==> src/rtl/ctrl_tx_paridad_if.sv <==
// Word handshake plus serial-line outputs of the parity frame transmitter.
// master = word producer / line observer, slave = the transmitter itself.
interface ctrl_tx_paridad_if;
  logic [6:0] data;
  logic       parimpar;
  logic       valido;
  logic       listo;
  logic       tx;
  logic       paridad;
  logic       ocupado;

  modport master (
    output data, parimpar, valido,
    input  listo, tx, paridad, ocupado
  );

  modport slave (
    input  data, parimpar, valido,
    output listo, tx, paridad, ocupado
  );
endinterface

==> src/rtl/ctrl_tx_paridad.sv <==
// Serial frame transmitter: start, 7 data bits LSB first, parity, stop; each bit held DIV cycles.
// Latency: first start bit one cycle after acceptance; listo low for 10*DIV cycles per frame.
module ctrl_tx_paridad #(
  parameter int DIV = 4
) (
  input  logic                clk,
  input  logic                rst_n,
  ctrl_tx_paridad_if.slave    bus
);

  localparam int            CW       = $clog2(DIV) + 1;
  localparam logic [CW-1:0] CNT_LAST = CW'(DIV - 1);

  typedef enum logic [2:0] {
    S_IDLE,
    S_START,
    S_DATA,
    S_PARIDAD,
    S_STOP
  } state_t;

  state_t        state_q, state_d;
  logic [CW-1:0] cnt_q, cnt_d;
  logic [2:0]    bit_q, bit_d;
  logic [6:0]    shift_q, shift_d;
  logic          par_q, par_d;
  logic          tx_q, tx_d;
  logic          accept;
  logic          last;

  assign accept = bus.valido && (state_q == S_IDLE);
  assign last   = (cnt_q == CNT_LAST);

  always_comb begin
    state_d = state_q;
    cnt_d   = cnt_q;
    bit_d   = bit_q;
    shift_d = shift_q;
    par_d   = par_q;
    tx_d    = 1'b1;

    if (state_q != S_IDLE) begin
      cnt_d = last ? '0 : cnt_q + CW'(1);
    end

    unique case (state_q)
      S_IDLE: begin
        if (accept) begin
          shift_d = bus.data;
          par_d   = (^bus.data) ^ bus.parimpar;
          cnt_d   = '0;
          bit_d   = '0;
          state_d = S_START;
        end
      end
      S_START: begin
        if (last) state_d = S_DATA;
      end
      S_DATA: begin
        if (last) begin
          if (bit_q == 3'd6) begin
            state_d = S_PARIDAD;
          end else begin
            bit_d   = bit_q + 3'd1;
            shift_d = {1'b0, shift_q[6:1]};
          end
        end
      end
      S_PARIDAD: begin
        if (last) state_d = S_STOP;
      end
      S_STOP: begin
        if (last) state_d = S_IDLE;
      end
      default: state_d = S_IDLE;
    endcase

    // tx is registered from the upcoming state so the line never glitches
    case (state_d)
      S_START:   tx_d = 1'b0;
      S_DATA:    tx_d = shift_d[0];
      S_PARIDAD: tx_d = par_d;
      default:   tx_d = 1'b1;
    endcase
  end

  always_ff @(posedge clk or negedge rst_n) begin
    if (!rst_n) begin
      state_q <= S_IDLE;
      cnt_q   <= '0;
      bit_q   <= '0;
      shift_q <= '0;
      par_q   <= 1'b0;
      tx_q    <= 1'b1;
    end else begin
      state_q <= state_d;
      cnt_q   <= cnt_d;
      bit_q   <= bit_d;
      shift_q <= shift_d;
      par_q   <= par_d;
      tx_q    <= tx_d;
    end
  end

  assign bus.listo   = (state_q == S_IDLE);
  assign bus.ocupado = (state_q != S_IDLE);
  assign bus.tx      = tx_q;
  assign bus.paridad = par_q;

endmodule

==> src/flat_wrapper.sv <==
// flat-port wrapper written by rule: the top's interface ports become plain ports
module ctrl_tx_paridad_flat 
#(
  parameter int DIV = 4
)
  (clk, rst_n, bus_data, bus_parimpar, bus_valido, bus_listo, bus_tx, bus_paridad, bus_ocupado);
  ctrl_tx_paridad_if bus_i ();
  input  logic clk;
  input  logic rst_n;
  input wire logic [$bits(bus_i.data)-1:0] bus_data;
  input wire logic [$bits(bus_i.parimpar)-1:0] bus_parimpar;
  input wire logic [$bits(bus_i.valido)-1:0] bus_valido;
  output wire logic [$bits(bus_i.listo)-1:0] bus_listo;
  output wire logic [$bits(bus_i.tx)-1:0] bus_tx;
  output wire logic [$bits(bus_i.paridad)-1:0] bus_paridad;
  output wire logic [$bits(bus_i.ocupado)-1:0] bus_ocupado;
  assign bus_i.data = bus_data;
  assign bus_i.parimpar = bus_parimpar;
  assign bus_i.valido = bus_valido;
  assign bus_listo = bus_i.listo;
  assign bus_tx = bus_i.tx;
  assign bus_paridad = bus_i.paridad;
  assign bus_ocupado = bus_i.ocupado;
  ctrl_tx_paridad #(.DIV(DIV)) u_core (.clk(clk), .rst_n(rst_n), .bus(bus_i));
endmodule
==> config.mk <==
export PLATFORM = sky130hd
export DESIGN_NAME = ctrl_tx_paridad_flat
export DESIGN_NICKNAME = d
export VERILOG_FILES = /design/src/rtl/ctrl_tx_paridad_if.sv /design/src/rtl/ctrl_tx_paridad.sv /design/src/flat_wrapper.sv
export SDC_FILE = /design/constraint.sdc
export NUM_CORES = 1
export LEC_CHECK = 0
export CELL_PAD_IN_SITES_DETAIL_PLACEMENT = 1
export CELL_PAD_IN_SITES_GLOBAL_PLACEMENT = 1
export CORE_MARGIN = 4
export CORE_UTILIZATION = 35
export DETAILED_ROUTE_END_ITERATION = 12
export PLACE_DENSITY_LB_ADDON = 0.1
export SYNTH_ARGS = -nofsm -noshare
export SYNTH_HDL_FRONTEND = slang
export SYNTH_SLANG_ARGS = --single-unit
export TNS_END_PERCENT = 1
==> constraint.sdc <==
create_clock -name clk -period 2.18 [get_ports clk]
set_input_delay 0.218 -clock clk [delete_from_list [all_inputs] [get_ports clk]]
set_output_delay 0.218 -clock clk [all_outputs]
set_load 0.01 [all_outputs]
==> results.toml <==
[timing]
setup_viol = 0
finalCriticalPeriod_ns = 1.93
hold_viol = 0
fmax_mhz = 517
timing.setup.tns_ns = 0
rsz0062_at_grt = "no"
slew_headroom = 0.740
skew_ns = 0.0116
tightest_slew_ns = 0.389
final.period_utilization = 0.887
report.final.slew_viol_count = 0

[cts]
clkSlewWorstSetupHoldPaths_ns = 0.12
clock_path_buffers = 2
root_buffer = "clkbuf_4"
clock_sinks = 18
h-tree-depth = 1
cts_buffers = 3
insertion_delay_ns = 0.30
cts_tree = "done"
hold_buffers = 0

[die]
die_h_um = 60.1
die_area_sq_um = 3620
core-area_sq_um = 2540
rows = 18
num_io_pins = 15
initial_utilization = 0.374
fp.dieW_um = 60.1

[finish]
final_nets = 129
final_area_sq_um = 1190
area_growth_pct = 25.0
final_util = 0.467
drive_gt1_frac = 0.158
antennaDiodeCount = 0

[status]
status = "finished, final reports clean"

[routing]
vias = 729
wl_mm = 2.16
vias_per_cell = 5.06
drt-initial-drc-count = 27
antenna_left = 0
post-route-drc-count = 0
firstDrtPassIters = 4
routedWlPerCell_um = 15.0

[critical_path]
cp_max_fo = 7
cp.required_ns = 1.96
end_kind = "primary output"
start_kind = "flop"
reg2reg_depth = 5
crit_type = "reg -> out"
worstPathArrival_ns = 1.72

[yosys]
synth_area_leaders = "dfrtp_1, xnor2_1, nand2_1, a22oi_1, ha_1"
seq_area_frac_synth = 0.475
netlist_instances = 93
yosys.cell_types.count = 36
synth_ff_type = "dfrtp_1"
synth_edf_count = 0
synthesis.nets = 107
synth_most_common_cell = "dfrtp_1"
synth_common_cells = "dfrtp_1, nand2_1, xnor2_1"
synth-seq-cells = 18
syn_avg_cell_area_sq_um = 10.2
synthArstFlopShare = 1.00
synth_area_sq_um = 951
yosysWarningCount = 0
synth_top_cell_by_area = "dfrtp_1"
synth_top_area_frac = 0.447

[power_and_ir_drop]
vdd_ir_drop_max_mv = 0.562
power.leakage_uw = 0.000541
p_per_area_nw_per_um2 = 1230

[place]
hpwl_mm = 1.55
dpl_cell_area_sq_um = 1130
io_buffers = 14
routabilityCongestion = 0.663

[global_route]
grt-ovfl-total = 0
grt_pass1_wl_mm = 3.54
grt_pass1_vias = 753
grt_max_degree = 19
grt.total_usage = 0.136
antenna_found_initial = 0

[worst_hold_path]
hold_path_class = "in -> async"

[flow_run]
drv_cap = 0
[final cells by class]
class | count | area, sq um
Fill cell | 307 | 1360
Sequential cell | 18 | 454
Multi-Input combinational cell | 64 | 445
Timing Repair Buffer | 22 | 203
Tap cell | 30 | 37.5
Clock buffer | 4 | 26.3
Inverter | 6 | 22.5
[worst max-delay path: stages, from the launching register on]
cell             delay, ns
dfrtp_2               0.47
or3_1                 0.44
clkdlybuf4s50_1       0.50
[path summary, 6_finish.rpt]
| kind | endpoint | start | slack (ns) |
|---|---|---|---|
| worst max-delay path | bus_ocupado | u_core.state_q[2] | 0.25 |
| worst min-delay path | u_core.cnt_q[1] | rst_n | 0.23 |
| worst max register to register | u_core.bus.tx | u_core.cnt_q[0] | 0.31 |
| worst min register to register | u_core.shift_q[5] | u_core.shift_q[5] | 0.50 |
| max in group asynchronous | u_core.bus.tx | rst_n | 1.67 |
| min in group clk | u_core.shift_q[5] | u_core.shift_q[5] | 0.50 |
[power by group]
group	switching, uW	total [uW]	internal (uW)
registers	128	613	485
clock network	116	188	71.3
logic	323	656	334
[cell families after synthesis]
logic type	synth area share
adder cells (fa/ha/maj)	0.0395
buffers and inverters	0.0566
AND/OR/NAND/NOR	0.191
multiplexers	0.0118
XOR/XNOR	0.0737
flip-flops	0.475
AO/OA/AOI/OAI	0.153
[placed cells by master, fill, tap and decap left out, drive strengths merged]
cell type and n:
and3 1, dfrtp 17, dlymetal6s2s 1, xor2 1, or3 2, a22oi 5
a31oi 2, a21oi 2, nand3 1, o31ai 2, nor3b 2, xnor2 7
a221o 1, a22o 1, ha 3, buf 8, inv 6, nand2b 1
nor4b 1, nand2 16, nor2 3, o22ai 1, o311a 1, o21ai 2
nand3b 3, clkdlybuf4s50 13, clkbuf 4, nand4 1, dfstp 1, and2 1
mux2 1, nor2b 1, o41ai 1, o32a 1
[layer usage]
layer / vias to the layer above / share of wire / track usage
met5: - / 0 / 0
met4: 0 / 0.012 / 0.0665
met3: 4 / 0.035 / 0.0259
met2: 13 / 0.50 / 0.235
met1: 343 / 0.45 / 0.159
li1: 369 / - / -
[state kept, by name, summed over array words and instances (netlist names)]
register            flops
u_core.state_q          3
u_core.bus.tx           1
u_core.bit_q            3
u_core.shift_q          7
u_core.cnt_q            3
u_core.bus.paridad      1
[metrics by stage]
step | cells | hold slack [ns] | setup slack (ns) | power, uW
floorplan | 93 | -0.0776 | 0.270 | 1030
global placement | 136 | 0.464 | 0.335 | 1250
detailed placement | 136 | 0.468 | 0.300 | 1260
CTS | 140 | 0.234 | 0.0153 | 1450
global route | 144 | 0.216 | 0.171 | 1590
finish | 144 | 0.229 | 0.246 | 1460
[what timing repair did]
action                     CTS  global route
setup endpoints to repair    1             1
resized for setup            1             2
buffers inserted             0             4
(Power assumes the default switching activity.)
